[config.mk]
export PLATFORM = sky130hd
export DESIGN_NAME = usb_serial_tx_arbiter
export DESIGN_NICKNAME = d
export VERILOG_FILES = /design/src/rtl/usb_serial_tx_arbiter.sv
export SDC_FILE = /design/constraint.sdc
export NUM_CORES = 1
export LEC_CHECK = 0
export BUFFER_PORTS_ARGS = -buffer_cell sky130_fd_sc_hd__buf_2
export CORE_AREA = 2 2 68 57
export CTS_CLUSTER_DIAMETER = 40
export DETAILED_ROUTE_END_ITERATION = 16
export DIE_AREA = 0 0 70 59
export GPL_TIMING_DRIVEN = 1
export HOLD_SLACK_MARGIN = 0.02
export PLACE_DENSITY_LB_ADDON = 0.15
export SYNTH_ARGS = -nofsm -noshare
export SYNTH_HDL_FRONTEND = slang
export SYNTH_SLANG_ARGS = --single-unit
[constraint.sdc]
create_clock -name clk -period 2.7 [get_ports clk]
set_input_delay 0.54 -clock clk [delete_from_list [all_inputs] [get_ports clk]]
set_output_delay 0.54 -clock clk [all_outputs]
set_load 0.005 [all_outputs]
[src/rtl/usb_serial_tx_arbiter.sv]
`default_nettype none
// ---------------------------------------------------------------------------
// usb_serial_tx_arbiter: tagged, packet-granular round-robin mux of two byte
// streams onto one send channel.                               Rev 1.0
// ---------------------------------------------------------------------------
module usb_serial_tx_arbiter #(
  parameter int unsigned MAX_BURST    = 32,
  parameter int unsigned IDLE_TIMEOUT = 16,
  parameter bit          HEADER_EN    = 1'b1,
  parameter logic [7:0]  HDR0         = 8'hA0,
  parameter logic [7:0]  HDR1         = 8'hA1
) (
  input  logic       clk,
  input  logic       usb_rstn,
  input  logic [7:0] s0_data,
  input  logic       s0_valid,
  output logic       s0_ready,
  input  logic [7:0] s1_data,
  input  logic       s1_valid,
  output logic       s1_ready,
  output logic [7:0] m_data,
  output logic       m_valid,
  input  logic       m_ready
);

  typedef enum logic [1:0] {
    ST_IDLE = 2'd0,
    ST_HDR  = 2'd1,
    ST_DATA = 2'd2
  } state_t;

  localparam logic [7:0] c_cnt_last = 8'(MAX_BURST - 1);
  localparam logic [7:0] c_tmr_last = 8'(IDLE_TIMEOUT - 1);

  state_t     r_state, w_state_nxt;
  logic       r_gnt, w_gnt_nxt;
  logic       r_last, w_last_nxt;
  logic [7:0] r_cnt, w_cnt_nxt;
  logic [7:0] r_tmr, w_tmr_nxt;
  logic       w_gnt_valid;
  logic [7:0] w_gnt_data;

  assign w_gnt_valid = r_gnt ? s1_valid : s0_valid;
  assign w_gnt_data  = r_gnt ? s1_data  : s0_data;

  // last resets to 1 so that source 0 wins the first contention
  always_ff @(posedge clk or negedge usb_rstn) begin
    if (!usb_rstn) begin
      r_state <= ST_IDLE;
      r_gnt   <= 1'b0;
      r_last  <= 1'b1;
      r_cnt   <= 8'd0;
      r_tmr   <= 8'd0;
    end else begin
      r_state <= w_state_nxt;
      r_gnt   <= w_gnt_nxt;
      r_last  <= w_last_nxt;
      r_cnt   <= w_cnt_nxt;
      r_tmr   <= w_tmr_nxt;
    end
  end

  always_comb begin
    w_state_nxt = r_state;
    w_gnt_nxt   = r_gnt;
    w_last_nxt  = r_last;
    w_cnt_nxt   = r_cnt;
    w_tmr_nxt   = r_tmr;
    m_data      = 8'h00;
    m_valid     = 1'b0;
    s0_ready    = 1'b0;
    s1_ready    = 1'b0;
    case (r_state)
      ST_IDLE: begin
        w_cnt_nxt = 8'd0;
        w_tmr_nxt = 8'd0;
        if (s0_valid | s1_valid) begin
          w_gnt_nxt   = (s0_valid & s1_valid) ? ~r_last : s1_valid;
          w_state_nxt = HEADER_EN ? ST_HDR : ST_DATA;
        end
      end
      ST_HDR: begin
        m_data  = r_gnt ? HDR1 : HDR0;
        m_valid = 1'b1;
        if (m_ready) w_state_nxt = ST_DATA;
      end
      ST_DATA: begin
        m_data   = w_gnt_data;
        m_valid  = w_gnt_valid;
        s0_ready = ~r_gnt & m_ready;
        s1_ready = r_gnt & m_ready;
        // a transfer always beats the idle timeout in the same cycle
        if (w_gnt_valid & m_ready) begin
          w_cnt_nxt = r_cnt + 8'd1;
          w_tmr_nxt = 8'd0;
          if (r_cnt == c_cnt_last) begin
            w_state_nxt = ST_IDLE;
            w_last_nxt  = r_gnt;
          end
        end else if (!w_gnt_valid) begin
          if (r_tmr == c_tmr_last) begin
            w_state_nxt = ST_IDLE;
            w_last_nxt  = r_gnt;
          end else begin
            w_tmr_nxt = r_tmr + 8'd1;
          end
        end else begin
          w_tmr_nxt = 8'd0;
        end
      end
      default: w_state_nxt = ST_IDLE;
    endcase
  end

endmodule
`default_nettype wire

After elaboration in Yosys (flattened, before gate mapping). Cells that the tools add are included.

Bits in registers: 20. Output and inout port bits: 11.

Equality and inequality tests: 13. Multiplexer cells: 25. Bitwise operators: 7. Add/subtract/negate cells: 2. Reduce and logical (&&, ||, !) cells: 8.

Operators by type and width (number): 8-bit case mux with 2 select lines (3); 8-bit 2-to-1 mux (5); 8-bit by 1-bit adder with 8-bit output, second input constant (2); 2-bit 2-to-1 mux (6); 1-bit 2-to-1 mux (9); 3-bit != test, second input constant (3); 8-bit by 4-bit equality test with 1-bit output, second input constant (1); 8-bit by 5-bit equality test with 1-bit output, second input constant (1); 2-bit != test, second input constant (3); 2-bit case mux with 3 select lines (1); 2-bit AND reduction (3); 5-bit AND reduction (1); 1-bit bitwise AND (4); 2-bit by 1-bit != test with 1-bit output, second input constant (2); 4-bit != test, second input constant (1); 4-bit AND reduction (1); 2-bit nonzero test (2); 2-bit by 1-bit equality test with 1-bit output, second input constant (1); 2-bit equality test, second input constant (1); 2-bit zero test (1); 1-bit NOT (2); 1-bit case mux with 2 select lines (1); 1-bit OR (1).

Logic depth before layout (Yosys ltp).
Word-level depth: 5. Mapped depth: 7. Depth with buffers taken out: 6.

Worst setup path before layout. OpenSTA, ideal clock, no wires.

Path kind: input to register. From: input port m_ready. To: register r_last. Data required time: 2.618 ns. Stages: 4. Slack: 0.794 ns. Arrival: 1.823 ns. Cells stage by stage: or3b_2 -> nor4b_1 -> a2bb2o_1 -> mux2_2.

Longest elaborated chain between the ends: 3. Elaborated cells between the ends (all ways): 6. Those cells by class: 2 x eq/ne; 1 x mux; 1 x bitwise; 2 x reduce/logical.

Ends and longest elaborated chain: start: declaration (RTL line 23) `input logic m_ready`; 1-bit bitwise AND (*) (RTL line 93) `if (w_gnt_valid & m_ready) begin`; 2-bit by 1-bit != test with 1-bit output (no source line) or 2-bit nonzero test (tied branches); 4-bit AND reduction (no source line); end signal: assignment (RTL line 57) `r_last <= w_last_nxt;`; end: declaration (RTL line 37) `logic r_last, w_last_nxt;`.

Every way passes the cells marked *; elsewhere a longest branch is shown, timed or not. A chain may end at the register's enable or synchronous reset.

Worst setup path after layout.
From: register r_state[0]. To: output port m_valid.

Longest elaborated chain between the ends: 2. Elaborated cells between the ends (all ways): 3. Those cells by class: 2 x eq/ne; 1 x mux.

Ends and longest elaborated chain: start: declaration (RTL line 35) `state_t r_state, w_state_nxt;`; start signal: assignment (RTL line 55) `r_state <= w_state_nxt;`; 2-bit equality test or 2-bit by 1-bit equality test with 1-bit output (tied branches) (RTL line 73) `case (r_state)`; 1-bit case mux with 2 select lines (*) (RTL line 73); end: declaration (RTL line 22) `output logic m_valid,`.

Marked as above.

==> reports/results.ini <==
[route]
postRouteAntennaNets=0
wl_um=3026
route.vias.total=1184
avgRoutedWirePerCell_um=13.88
drtIter0Drc=46
remaining_drc_errors=0
drt_pass1_iterations=4
vias_per_cell=5.431

[global_route]
antenna_found_initial=0
grt_pass1_wl_um=4878
grt_max_degree=21
grt-ovfl-total=0
grt_usage_pct=15.14
grt_pass1_vias=1096

[synth]
synthesis.area_mm2=0.001340
avgSynthCellArea_um2=9.306
synth_xor_area_share_pct=3.268
synthFlopType=dfrtp_1
synth_cell_types=41
synth_edf_count=0
synthArstFlopShare_pct=100.0
synth_nets=171
synth_compound_area_share_pct=14.94
yosysSeqAreaShare_pct=37.44
synthSimpleGateAreaFrac_pct=23.81
yosys_register_bits=20
synth_adder_area_share_pct=5.602
synth_top_family_by_area=simple AND/OR/NAND/NOR gates
synthMuxAreaShare_pct=11.67
postSynthCellCount=144
yosysWarnings=0

[sta]
setup_viol=0
whs_ps=222.2
max_freq_ghz=0.4152
relSlewSlack_pct=61.01
tns_ps=0
fin_crit_sh_pct=89.20
slew_violations=0
worst_pin_slew_ps=579.5
rsz0062_at_grt=no
skew_ps=6.950
final.min_clock_period_ps=2409
hold_viol=0
layout_setup_ws_ps=291.5

[power]
vdd_drop_max_v=0.0003229
p_per_area_mw_per_mm2=761.4
leakage_nw=0.7676

[setup_path]
path_max_fanout=12
crit_required_ps=2160
crit_end=m_valid
regToRegSetupSlack_ps=500
cp_slowest_cell=ha_1
crit_type=flop to output pin
rr_startpoint=r_state[0]
worst_r2r_path_depth=6
crit_chain=inv_1 -> ha_1 -> inv_1 -> nor2_1 -> o21a_1 -> buf_2
cp-end-kind=output pin
critPathArrivalTime_ps=1870
reg2reg_to=r_cnt[6]
start_kind=flop
crit_family=adder cells
worst-path-buf-inv=3
crit_cells=6
critPathLaunch=r_state[0]
cpPeakStageDelay_ps=440
path_common_cell=inv_1

[finish]
area_growth_pct=17.55
fill_cells=328
drive_gt1_share_pct=25.00
antenna_cells=0
utilization_pct=46.66
layout.nets=204

[floorplan]
floorplan.initialDensity_pct=39.70
fp.coreArea_mm2=0.003376
die_area_mm2=0.004130
num_rows=19
die_w_um=70
io-pin-count=32
die_y_um=59

[place]
place.port_buffers=31
dpl.hpwl_um=2360
gp_congestion=0.7977
dp_worst_setup_slack_ps=504.3

[clocking]
cts_post_setup_buffers_inserted=0
clk_pin_slew_ps=80
cts_num_sinks=20
clk_latency_ps=260
cts_buffer_depth=2
cts_resized=0
cts_buffers=3
ctsHoldBuffers=0
cts_root_buf=clkbuf_8
cts_tree=yes
htreeDepth=1

[min_path]
min_path_type=input pin to async pin

[outcome]
outcome=finished, final reports clean

[run]
maxCapViolCount=0

## stage by stage
step	cells	area [um^2]	power, mW
detailed placement	214	1530	1.003
global placement	214	1530	0.9854
floorplan	144	1340	0.8398
finish	218	1575	1.199
CTS	218	1575	1.214
global route	218	1575	1.297
## synthesized netlist by cell type, types with 2 or more instances
cell type / count / area [um^2]
ha_1: 6 / 75.07
inv_1: 5 / 18.77
nand4_1: 3 / 18.77
buf_2: 2 / 10.01
xnor2_1: 4 / 35.03
o21a_1: 3 / 22.52
mux2_1: 2 / 22.52
nand2_1: 18 / 67.56
a21o_1: 2 / 15.01
mux2i_1: 10 / 100.1
a31oi_1: 2 / 12.51
nor4b_1: 2 / 17.52
nand3_1: 6 / 30.03
nor4_1: 6 / 37.54
nor2_1: 19 / 71.32
dfrtp_1: 19 / 475.5
o21ai_0: 10 / 50.05
and3_1: 2 / 12.51
## cell families after synthesis
logic type	count (synthesis)
AOI/OAI and AO/OA	26
xor gates and xnor gates	5
adders and majority gates	6
buffers and inverters	9
DFF	20
muxes	14
and+or+nand+nor	64
## how the worst min path moves through the flow
stage | slack [ps] | startpoint | end | depth (start not counted)
after detailed placement | 510 | r_cnt[6] | r_cnt[6] | 1
after floorplan | 240 | usb_rstn | r_cnt[0] | 0
after CTS | 240 | usb_rstn | r_cnt[6] | 1
after global routing | 250 | usb_rstn | r_cnt[6] | 1
final | 220 | usb_rstn | r_state[1] | 1
after global placement | 490 | r_tmr[1] | r_tmr[1] | 2
## layout by cell type (no fill, tap or decap), types with 2 or more instances in the layout
| cell type | instances |
|---|---|
| mux2_1 | 2 |
| nor4_1 | 6 |
| buf_2 | 31 |
| nor2_1 | 19 |
| nand3_1 | 6 |
| a31oi_1 | 2 |
| xnor2_1 | 4 |
| ha_1 | 6 |
| a21o_1 | 2 |
| nand2_1 | 18 |
| nor4b_1 | 2 |
| o21ai_0 | 10 |
| mux2i_1 | 10 |
| inv_1 | 5 |
| nand4_1 | 3 |
| and3_1 | 2 |
| clkbuf_8 | 3 |
| o21a_1 | 3 |
| dfrtp_1 | 19 |
## worst register-to-register path, delay by kind of cell (launching register included)
| kind | cells | cell delay, ps |
|---|---|---|
| buf+inv | 1 | 90 |
| fa+ha+maj | 1 | 440 |
| flops | 1 | 420 |
| compound gates | 1 | 70 |
| simple gates | 3 | 1060 |
## area by class of cell
cell class / instances / area (um^2) / area share, %
tap: 42 / 52.55 / 3.336
timing repair buffer: 32 / 162.7 / 10.33
sequential: 20 / 501.7 / 31.85
multi-input combinational: 115 / 794.5 / 50.44
clock buffer: 4 / 45.04 / 2.859
inverter: 5 / 18.77 / 1.191
## power by group
part	switching [mW]	leakage [nW]	internal (mW)
Combinational	0.347	0.476	0.263
Sequential	0.0431	0.269	0.341
Clock	0.100	0.0228	0.105
Total	0.490	0.768	0.709
## metal layers
| layer | share of wire (%) | GRT usage, % | wire length (um) |
|---|---|---|---|
| met1 | 46 | 18.52 | 1396 |
| met2 | 48 | 26.67 | 1452 |
| met3 | 5.2 | 4.762 | 157 |
| met4 | 0.63 | 3.297 | 19 |
| met5 | 0 | 0 | 0 |
## flip-flops by register name, summed over array words and instances (netlist names)
name / cells
r_tmr: 8
r_cnt: 8
r_gnt: 1
r_last: 1
r_state: 2
No activity file was read; power rests on OpenSTA's default activity.
